[config.mk]
export PLATFORM = sky130hd
export DESIGN_NAME = wb_arbiter_2m
export DESIGN_NICKNAME = d
export VERILOG_FILES = /design/src/rtl/wb_arb_pkg.sv /design/src/rtl/wb_arbiter_2m_tracker.sv /design/src/rtl/wb_arbiter_2m.sv
export SDC_FILE = /design/constraint.sdc
export NUM_CORES = 1
export LEC_CHECK = 0
export ABC_AREA = 1
export BUFFER_PORTS_ARGS = -buffer_cell sky130_fd_sc_hd__buf_2
export CAP_MARGIN = 25
export CORE_AREA = 2 2 120 122
export DETAILED_ROUTE_END_ITERATION = 6
export DIE_AREA = 0 0 122 124
export PLACE_DENSITY = 0.49
export SETUP_SLACK_MARGIN = 0.4
export SLEW_MARGIN = 25
export SYNTH_ARGS = -nofsm -noshare
export SYNTH_HDL_FRONTEND = slang
export SYNTH_SLANG_ARGS = --single-unit
[constraint.sdc]
create_clock -name clk -period 3.9 [get_ports clk]
set_input_delay 0.39 -clock clk [delete_from_list [all_inputs] [get_ports clk]]
set_output_delay 0.39 -clock clk [all_outputs]
set_load 0.005 [all_outputs]
[src/rtl/wb_arb_pkg.sv]
// Shared state encoding and default bus widths for the two-master Wishbone arbiter.
package wb_arb_pkg;

  typedef enum logic [1:0] {
    IDLE = 2'd0,
    GNT0 = 2'd1,
    GNT1 = 2'd2
  } arb_state_t;

  localparam int unsigned WB_ADR_W = 28;
  localparam int unsigned WB_DAT_W = 32;
  localparam int unsigned WB_SEL_W = 4;

endpackage

[src/rtl/wb_arbiter_2m_tracker.sv]
// Per-grant transfer bookkeeping: outstanding strobe count, stray-response
// filter and bus-timeout watchdog for the currently granted master.
module wb_xfer_tracker
  import wb_arb_pkg::*;
#(
  parameter int unsigned MAX_OUTSTANDING = 4,
  parameter int unsigned TIMEOUT_CYCLES  = 1024
) (
  input  logic clk,
  input  logic rst,
  input  logic active_i,
  input  logic stb_i,
  input  logic stall_i,
  input  logic ack_i,
  input  logic err_i,
  input  logic clear_i,
  output logic outstanding_full_o,
  output logic resp_valid_o,
  output logic timeout_err_o
);

  localparam int unsigned CNT_W = $clog2(MAX_OUTSTANDING + 1);
  localparam int unsigned WD_W  = (TIMEOUT_CYCLES > 1) ? $clog2(TIMEOUT_CYCLES) : 1;
  localparam logic        WD_EN = (TIMEOUT_CYCLES != 0);
  localparam logic [CNT_W-1:0] CNT_MAX = CNT_W'(MAX_OUTSTANDING);
  localparam logic [WD_W-1:0]  WD_LAST = WD_W'(TIMEOUT_CYCLES - 1);

  logic [CNT_W-1:0] outstanding_q, outstanding_d;
  logic [WD_W-1:0]  wdog_q, wdog_d;
  logic             resp, has_out, accept;

  // Outputs kept apart from next-state so stb_i (derived from them) forms no loop.
  always_comb begin
    resp               = ack_i | err_i;
    has_out            = (outstanding_q != '0);
    outstanding_full_o = (outstanding_q == CNT_MAX);
    resp_valid_o       = active_i & resp & has_out;
    timeout_err_o      = WD_EN & active_i & ~clear_i & has_out & ~resp & (wdog_q == WD_LAST);
  end

  always_comb begin
    outstanding_d = outstanding_q;
    wdog_d        = wdog_q;
    accept        = stb_i & ~stall_i & ~outstanding_full_o;
    if (clear_i || timeout_err_o) begin
      outstanding_d = '0;
      wdog_d        = '0;
    end else begin
      if (accept && !resp_valid_o) begin
        outstanding_d = outstanding_q + CNT_W'(1);
      end else if (!accept && resp_valid_o) begin
        outstanding_d = outstanding_q - CNT_W'(1);
      end
      if (resp) begin
        wdog_d = '0;
      end else if (WD_EN && has_out) begin
        wdog_d = wdog_q + WD_W'(1);
      end
    end
  end

  always_ff @(posedge clk or posedge rst) begin
    if (rst) begin
      outstanding_q <= '0;
      wdog_q        <= '0;
    end else begin
      outstanding_q <= outstanding_d;
      wdog_q        <= wdog_d;
    end
  end

endmodule

[src/rtl/wb_arbiter_2m.sv]
// Two-master, one-slave pipelined Wishbone B4 arbiter: round-robin grant held
// for the whole CYC burst, with outstanding-limit stall and timeout abort.
module wb_arbiter_2m
  import wb_arb_pkg::*;
#(
  parameter int unsigned ADR_W           = WB_ADR_W,
  parameter int unsigned DAT_W           = WB_DAT_W,
  parameter int unsigned SEL_W           = WB_SEL_W,
  parameter int unsigned MAX_OUTSTANDING = 4,
  parameter int unsigned TIMEOUT_CYCLES  = 1024
) (
  input  logic             clk,
  input  logic             rst,
  input  logic             m0_cyc_i,
  input  logic             m0_stb_i,
  input  logic             m0_we_i,
  input  logic [ADR_W-1:0] m0_adr_i,
  input  logic [SEL_W-1:0] m0_sel_i,
  input  logic [DAT_W-1:0] m0_dat_i,
  output logic             m0_ack_o,
  output logic             m0_err_o,
  output logic             m0_stall_o,
  output logic [DAT_W-1:0] m0_dat_o,
  input  logic             m1_cyc_i,
  input  logic             m1_stb_i,
  input  logic             m1_we_i,
  input  logic [ADR_W-1:0] m1_adr_i,
  input  logic [SEL_W-1:0] m1_sel_i,
  input  logic [DAT_W-1:0] m1_dat_i,
  output logic             m1_ack_o,
  output logic             m1_err_o,
  output logic             m1_stall_o,
  output logic [DAT_W-1:0] m1_dat_o,
  output logic             s_cyc_o,
  output logic             s_stb_o,
  output logic             s_we_o,
  output logic [ADR_W-1:0] s_adr_o,
  output logic [SEL_W-1:0] s_sel_o,
  output logic [DAT_W-1:0] s_dat_o,
  input  logic             s_ack_i,
  input  logic             s_err_i,
  input  logic             s_stall_i,
  input  logic [DAT_W-1:0] s_dat_i
);

  arb_state_t       state_q, state_d;
  logic             last_grant_q, last_grant_d;
  logic             gnt0, gnt1, granted;
  logic             x_cyc, x_stb, x_we;
  logic [ADR_W-1:0] x_adr;
  logic [SEL_W-1:0] x_sel;
  logic [DAT_W-1:0] x_dat;
  logic             trk_clear, full, resp_valid, timeout_err;
  logic             ack_x, err_x, stall_x;

  always_comb begin
    gnt0      = (state_q == GNT0);
    gnt1      = (state_q == GNT1);
    granted   = gnt0 | gnt1;
    x_cyc     = gnt1 ? m1_cyc_i : m0_cyc_i;
    x_stb     = gnt1 ? m1_stb_i : m0_stb_i;
    x_we      = gnt1 ? m1_we_i  : m0_we_i;
    x_adr     = gnt1 ? m1_adr_i : m0_adr_i;
    x_sel     = gnt1 ? m1_sel_i : m0_sel_i;
    x_dat     = gnt1 ? m1_dat_i : m0_dat_i;
    trk_clear = ~granted | ~x_cyc;
  end

  wb_xfer_tracker #(
    .MAX_OUTSTANDING (MAX_OUTSTANDING),
    .TIMEOUT_CYCLES  (TIMEOUT_CYCLES)
  ) u_tracker (
    .clk                (clk),
    .rst                (rst),
    .active_i           (granted),
    .stb_i              (s_stb_o),
    .stall_i            (s_stall_i),
    .ack_i              (s_ack_i),
    .err_i              (s_err_i),
    .clear_i            (trk_clear),
    .outstanding_full_o (full),
    .resp_valid_o       (resp_valid),
    .timeout_err_o      (timeout_err)
  );

  // A watchdog abort drops slave CYC for one cycle and stalls the owner so no strobe is lost.
  always_comb begin
    s_cyc_o    = granted & x_cyc & ~timeout_err;
    s_stb_o    = s_cyc_o & x_stb & ~full;
    s_we_o     = granted & x_we;
    s_adr_o    = granted ? x_adr : '0;
    s_sel_o    = granted ? x_sel : '0;
    s_dat_o    = granted ? x_dat : '0;
    ack_x      = resp_valid & s_ack_i;
    err_x      = (resp_valid & s_err_i) | timeout_err;
    stall_x    = s_stall_i | full | timeout_err;
    m0_ack_o   = gnt0 & ack_x;
    m0_err_o   = gnt0 & err_x;
    m0_stall_o = ~gnt0 | stall_x;
    m1_ack_o   = gnt1 & ack_x;
    m1_err_o   = gnt1 & err_x;
    m1_stall_o = ~gnt1 | stall_x;
    m0_dat_o   = s_dat_i;
    m1_dat_o   = s_dat_i;
  end

  always_comb begin
    state_d      = state_q;
    last_grant_d = last_grant_q;
    case (state_q)
      IDLE: begin
        if (m0_cyc_i && m1_cyc_i) state_d = last_grant_q ? GNT0 : GNT1;
        else if (m0_cyc_i)        state_d = GNT0;
        else if (m1_cyc_i)        state_d = GNT1;
      end
      GNT0: begin
        if (!m0_cyc_i) begin
          last_grant_d = 1'b0;
          state_d      = m1_cyc_i ? GNT1 : IDLE;
        end
      end
      GNT1: begin
        if (!m1_cyc_i) begin
          last_grant_d = 1'b1;
          state_d      = m0_cyc_i ? GNT0 : IDLE;
        end
      end
      default: state_d = IDLE;
    endcase
  end

  always_ff @(posedge clk or posedge rst) begin
    if (rst) begin
      state_q      <= IDLE;
      last_grant_q <= 1'b1;
    end else begin
      state_q      <= state_d;
      last_grant_q <= last_grant_d;
    end
  end

endmodule
Yosys cells after proc, flatten, opt, wreduce, memory -nomap -nowiden --
Index checks and enable logic that the tools add are counted.
Operators by class: equal/unequal tests 7, $mul 0, $lt $le $gt $ge 0, multiplexer cells 27, reductions and logical operators 13, shift operators 0, div/mod/pow operators 0, add/sub/neg operators 3, bitwise gates (word level) 36
Operators with widths (count):
- 32-bit 2-to-1 mux | 2
- 28-bit 2-to-1 mux | 2
- 10-bit 2-to-1 mux | 3
- 1-bit AND | 19
- 2-bit 2-to-1 mux | 7
- 10-bit by 1-bit adder with 10-bit output, second input constant | 1
- 10-bit == test, second input constant | 1
- 3-bit 2-to-1 mux | 3
- 1-bit inverter | 9
- 3-bit nonzero test | 3
- 4-bit 2-to-1 mux | 2
- 1-bit bitwise OR | 8
- 1-bit 2-to-1 mux | 6
- 2-bit case mux with 3 select lines | 1
- 3-bit AND reduction | 2
- 2-bit inequality test, second input constant | 2
- 4-bit inequality test, second input constant | 1
- 3-bit by 1-bit adder with 3-bit output, second input constant | 1
- 3-bit == test, second input constant | 1
- 1-bit logical AND | 3
- 3-bit by 1-bit subtractor with 3-bit output, second input constant | 1
- 2-bit by 1-bit == test with 1-bit output, second input constant | 1
- 2-bit == test, second input constant | 1
- 1-bit zero test | 2
- 4 further kinds | 4
Storage, ports and cells: ROM bits 0, memory bits (writable) 0, logic and storage cells 90, output and inout bits 137, memories kept 0, bits in latches 0, bits of input ports 171, register bits 16

Logic depth before layout (Yosys ltp) --
word-level depth 20, mapped depth 16

Modules after synthesis --
Synthesis repeated with hierarchy kept, for this count alone.
Unflattened totals: cells, all modules 479, area total of the unflattened synthesis 2815.2 um^2
Modules (own cells, without submodules):
- wb_arbiter_2m | area each 1821.7 um^2, times used 1, seq. area each 76.3 um^2, cells each 338
- wb_xfer_tracker | area each 993.5 um^2, times used 1, seq. area each 325.3 um^2, cells each 141

Worst setup path before layout --
OpenSTA, ideal clock, no wires.
kind reg-to-reg, from register state_q[0], to register u_tracker.outstanding_q[2], setup slack 1498 ps, clock period less this slack 2402 ps, library setup time 71 ps, required time 3829 ps, arrival 2331 ps, path buffers 0, cell stages (with the launch flop) 14, cells stage by stage dfrtp_1 inv_1 ha_1 nand3_1 nor2_2 nand3_4 nand3_1 nor2_1 ha_1 fa_1 a21oi_1 o21ai_0 xor2_1 nor2_1
On the way: word-level cells in the longest chain between the ends 18, elaborated cells on any way between the ends 30
Ends and longest elaborated chain:
- start: declaration | RTL line wb_arbiter_2m.sv:46 | arb_state_t state_q, state_d;
- start signal: assignment | RTL line wb_arbiter_2m.sv:137 | state_q <= state_d;
- 2-bit by 1-bit == test with 1-bit output / 2-bit == test (equally long branches) | RTL line wb_arbiter_2m.sv:57, wb_arbiter_2m.sv:58
- 1-bit bitwise OR / 1-bit 2-to-1 mux (equally long branches) | RTL line wb_arbiter_2m.sv:59, wb_arbiter_2m.sv:60
- 1-bit inverter | RTL line wb_arbiter_2m.sv:66 | trk_clear = ~granted | ~x_cyc;
- 1-bit bitwise OR | RTL line wb_arbiter_2m.sv:66
- 1-bit inverter | RTL line wb_arbiter_2m_tracker.sv:38 | timeout_err_o = WD_EN & active_i & ~clear_i & has_out & ~resp & (wdog_q == WD_LAST);
- 1-bit AND (4 in a row) | RTL line wb_arbiter_2m_tracker.sv:38
- 1-bit inverter | RTL line wb_arbiter_2m.sv:88 | s_cyc_o = granted & x_cyc & ~timeout_err;
- 1-bit AND | RTL line wb_arbiter_2m.sv:88
- 1-bit AND (2 in a row) | RTL line wb_arbiter_2m.sv:89 | s_stb_o = s_cyc_o & x_stb & ~full;
- 1-bit AND (2 in a row) | RTL line wb_arbiter_2m_tracker.sv:44 | accept = stb_i & ~stall_i & ~outstanding_full_o;
- 1-bit logical AND / 1-bit zero test (equally long branches) | RTL line wb_arbiter_2m_tracker.sv:49, wb_arbiter_2m_tracker.sv:51
- 3-bit 2-to-1 mux / 1-bit logical AND (equally long branches) | RTL line wb_arbiter_2m_tracker.sv:49, wb_arbiter_2m_tracker.sv:51
- 3-bit 2-to-1 mux / 3-bit nonzero test (equally long branches)
- end signal: assignment | RTL line wb_arbiter_2m_tracker.sv:67 | outstanding_q <= outstanding_d;
- end: declaration | RTL line wb_arbiter_2m_tracker.sv:28 | logic [CNT_W-1:0] outstanding_q, outstanding_d;
Several ways; a longest one is shown, not always the timed one. A chain may end at the register's enable or synchronous reset.

Final worst setup path --
Ends and elaborated chain as after synthesis.

==> reports/results.ini <==
[power_and_ir_drop]
clock_power_share_pct=11.1
combPwrFrac_pct=78.7
cell_internal_pwr_mw=0.953
sw_frac_of_total_pct=53.1
seq_power_share_pct=10.2
power_density_nw_per_um2=589
power_leakage_nw=1.97
max-vdd-ir-drop_uv=300
power.net_switching_mw=1.08

[clock_tree]
worstSkewPairLatency_ns=0.25
numCtsBuffers=3
buffer_depth_of_the_longest_clock_path=2
root_buffer=sky130_fd_sc_hd__clkbuf_16
cts.repair_timing.setup_buffer_count=0
cts_hold_buffers=0
sinks_on_the_clock_net=16
post_cts_sizing_count=0
path_clk_slew_ns=0.05
tritoncts=done
h_tree_depth=1

[yosys]
ys_ff_latch=16
syn_area_sq_um=2640
postSynthNetCount=636
primary_ff_master_synth=sky130_fd_sc_hd__dfrtp_1
synth_compound_gate_area_share_pct=15.5
synthAdderAreaFrac_pct=4.08
synth_enable_flop_cells=0
largest_family_of_logic_cells_by_synthesized_area=simple AND/OR/NAND/NOR gates
yosysUniqueCellTypes=26
postSynthAreaPerCell_sq_um=5.78
synth_simple_gate_area_share_pct=37.2
async_flop_share_pct=100
postSynthCellCount=457
count_of_synthesis_stage_warnings_from_yosys=0
synth_mux_area_share_pct=0
yosysSeqAreaShare_pct=15.2
xor_xnor_fraction_of_synth_area_pct=0.995

[global_routing]
global_route.peak_usage_layer=met2
maximum_number_of_pins_on_one_net_before_global_route_repair=69
grt_pass1_vias=2921
met2_usage_pct=21.1
met1_usage_pct=14.4
grt_antenna_before_repair=1
grtUsageMet3_pct=3.43
first_pass_grt_wire_length_mm=14.6
grt_util_all_layers_pct=12.1
grt_remaining_overflow=0

[layout]
post_route_cells_drive_above_1_share_pct=40.4
number_of_inserted_filler_cells_in_the_final_layout=1655
syn_to_final_growth_pct=30.5
seqCellArea_sq_um=402
finish.cell_count_without_fillers=770
commonest_non_fill_non_tap_cell_in_the_layout=sky130_fd_sc_hd__buf_2
footprint_of_the_multi_input_gates_sq_um=1530
mostFrequentLayoutCells=sky130_fd_sc_hd__buf_2 (211), sky130_fd_sc_hd__nor2_1 (152), sky130_fd_sc_hd__o21ai_0 (72), sky130_fd_sc_hd__nand2_1 (47), sky130_fd_sc_hd__inv_1 (29)
finalNetCount=769

[routing]
number_of_nets_with_antenna_violations_after_routing=0
wl_per_cell_um=12.3
routed_wire_length_mm=9.43
drt_drc_violations_left=0
via_per_inst=4.03
drtIter0Drc=174
num_vias=3106
drt_pass1_iterations=4

[floorplan]
starting_density_of_the_core_pct=19.2
area_of_the_core_sq_um=13700
die_width_um=122
core.rowCount=43
die-area_sq_um=15100
die_h_um=124
pin_count=308

[setup_path]
worst-path-buf-inv=2
timing.critical_path.slowest_stage_cell=sky130_fd_sc_hd__buf_4
worstRegToRegCells=10
number_of_cells_on_the_critical_path=10
regToRegSetupSlack_ns=1.23
criticalPathCategory=reg2reg
end_kind=flop
startpoint_type=flop
cp_data_required_time_ns=4.08
slowest_delay_ns=0.48
critPathArrivalTime_ns=2.85
crit_path_max_fanout=68
critical_path.cell_chain=inv_1, ha_2, buf_4, nand3_1, ha_1, fa_1, a21oi_1, o21ai_0, xor2_1, nor2_1
reg2reg_from=state_q[0]$_DFFE_PP0P_
worst_r2r_endpoint=u_tracker.outstanding_q[2]$_DFFE_PP0P_
path_delay_family=adder cells

[sta]
unrepaired_setup_endpoints_after_global_routing=no
tightestPinTransition_ns=0.720
final.period_utilization_pct=68.5
final_max_slew_viol_count=0
finalSetupTns_ns=0
maxClockFrequency_mhz=375
layout_min_cycle_time_ns=2.67
slew_headroom_pct=52.0
finalHoldViolations=0
setup-violations-final=0
fin_skew_ns=0.00309

[run]
cap_viol_max_count=0

[placed_design]
place_congestion=0.819
place.detailed.hpwl_mm=7.33
port_buffers=211
placed_cells_incl_taps=765

[min_path]
hold_crit_class=in2async

[status]
status=finished, final reports clean

==> logic make-up after synthesis <==
family / count (synthesis)
AO/OA/AOI/OAI: 81
XOR/XNOR: 3
adder cells (fa/ha/maj): 8
buffers and inverters: 117
flip-flops: 16
AND/OR/NAND/NOR: 232
==> state kept, by name (all words and copies together), names as in the netlist <==
signal / cells
state_q: 2
u_tracker.wdog_q: 10
u_tracker.outstanding_q: 3
last_grant_q: 1
==> power groups by stage <==
stage               Clock [mW]  Combinational, mW  Sequential (mW)
finish                   0.226               1.60            0.207
global route             0.245               1.83            0.211
CTS                      0.233               1.62            0.207
detailed placement           0               1.61            0.209
global placement             0               1.64            0.209
floorplan                    0               1.01            0.205
==> worst reg2reg max path: cells and delay by family, from the launching register on <==
family          cells  cell delay [ns]
compound gates      2             0.25
xor+xnor            1             0.15
fa+ha+maj           3             0.96
buf+inv             2             0.58
flops               1             0.39
simple gates        2             0.27
==> stage by stage <==
step / util, % / power (mW) / worst slack [ns] / instance area, sq um / hold slack, ns
final: 25.1 / 2.03 / 1.23 / 3450 / 0.231
after global routing: 25.1 / 2.28 / 0.951 / 3450 / 0.299
after CTS: 25.1 / 2.06 / 1.20 / 3440 / 0.269
after detailed placement: 24.5 / 1.82 / 1.22 / 3350 / 0.476
after global placement: 24.5 / 1.85 / 1.21 / 3350 / 0.481
after floorplan: - / 1.22 / 1.50 / 2640 / 0.303
==> Yosys cell counts, types with 2 or more instances <==
master                     count  area share, %
sky130_fd_sc_hd__nor2_1      152             22
sky130_fd_sc_hd__o21ai_0      72             14
sky130_fd_sc_hd__buf_4        69             20
sky130_fd_sc_hd__nand2_1      47            6.7
sky130_fd_sc_hd__inv_1        30            4.3
sky130_fd_sc_hd__dfrtp_1      15             14
sky130_fd_sc_hd__nand3_1      15            2.8
sky130_fd_sc_hd__clkbuf_1     12            1.7
sky130_fd_sc_hd__a21oi_1       7            1.3
sky130_fd_sc_hd__ha_1          7            3.3
sky130_fd_sc_hd__nor2_2        5            1.2
sky130_fd_sc_hd__buf_2         4           0.76
sky130_fd_sc_hd__nor2_4        4            1.7
sky130_fd_sc_hd__nand2_4       3            1.3
sky130_fd_sc_hd__xor2_1        3            1.0
sky130_fd_sc_hd__nand4_1       2           0.47
==> worst max path at each step <==
| stage | startpoint | end | slack [ns] |
|---|---|---|---|
| after global routing | state_q[1]$_DFFE_PP0P_ | u_tracker.outstanding_q[2]$_DFFE_PP0P_ | 0.95 |
| after global placement | state_q[1]$_DFFE_PP0P_ | u_tracker.outstanding_q[2]$_DFFE_PP0P_ | 1.21 |
| after detailed placement | state_q[1]$_DFFE_PP0P_ | u_tracker.outstanding_q[2]$_DFFE_PP0P_ | 1.22 |
| after floorplan | state_q[0]$_DFFE_PP0P_ | u_tracker.outstanding_q[2]$_DFFE_PP0P_ | 1.50 |
| final | state_q[0]$_DFFE_PP0P_ | u_tracker.outstanding_q[2]$_DFFE_PP0P_ | 1.23 |
| after CTS | state_q[0]$_DFFE_PP0P_ | u_tracker.outstanding_q[2]$_DFFE_PP0P_ | 1.20 |
==> metal layers <==
metal / vias to the layer above / share of wire (%)
met3: 18 / 8.2
met5: - / 0
met2: 114 / 48
met4: 0 / 1.1
met1: 1340 / 43
li1: 1634 / -
==> final cells by class <==
class	instances	share of cell area, %
well taps	180	6.54
diodes	1	0.0726
clock buffers	4	2.58
multi-input cells	324	44.4
inverters	31	3.45
repair buffers	214	31.3
flip-flops and latches	16	11.7
Note: power is estimated with default switching activity, not from simulation.
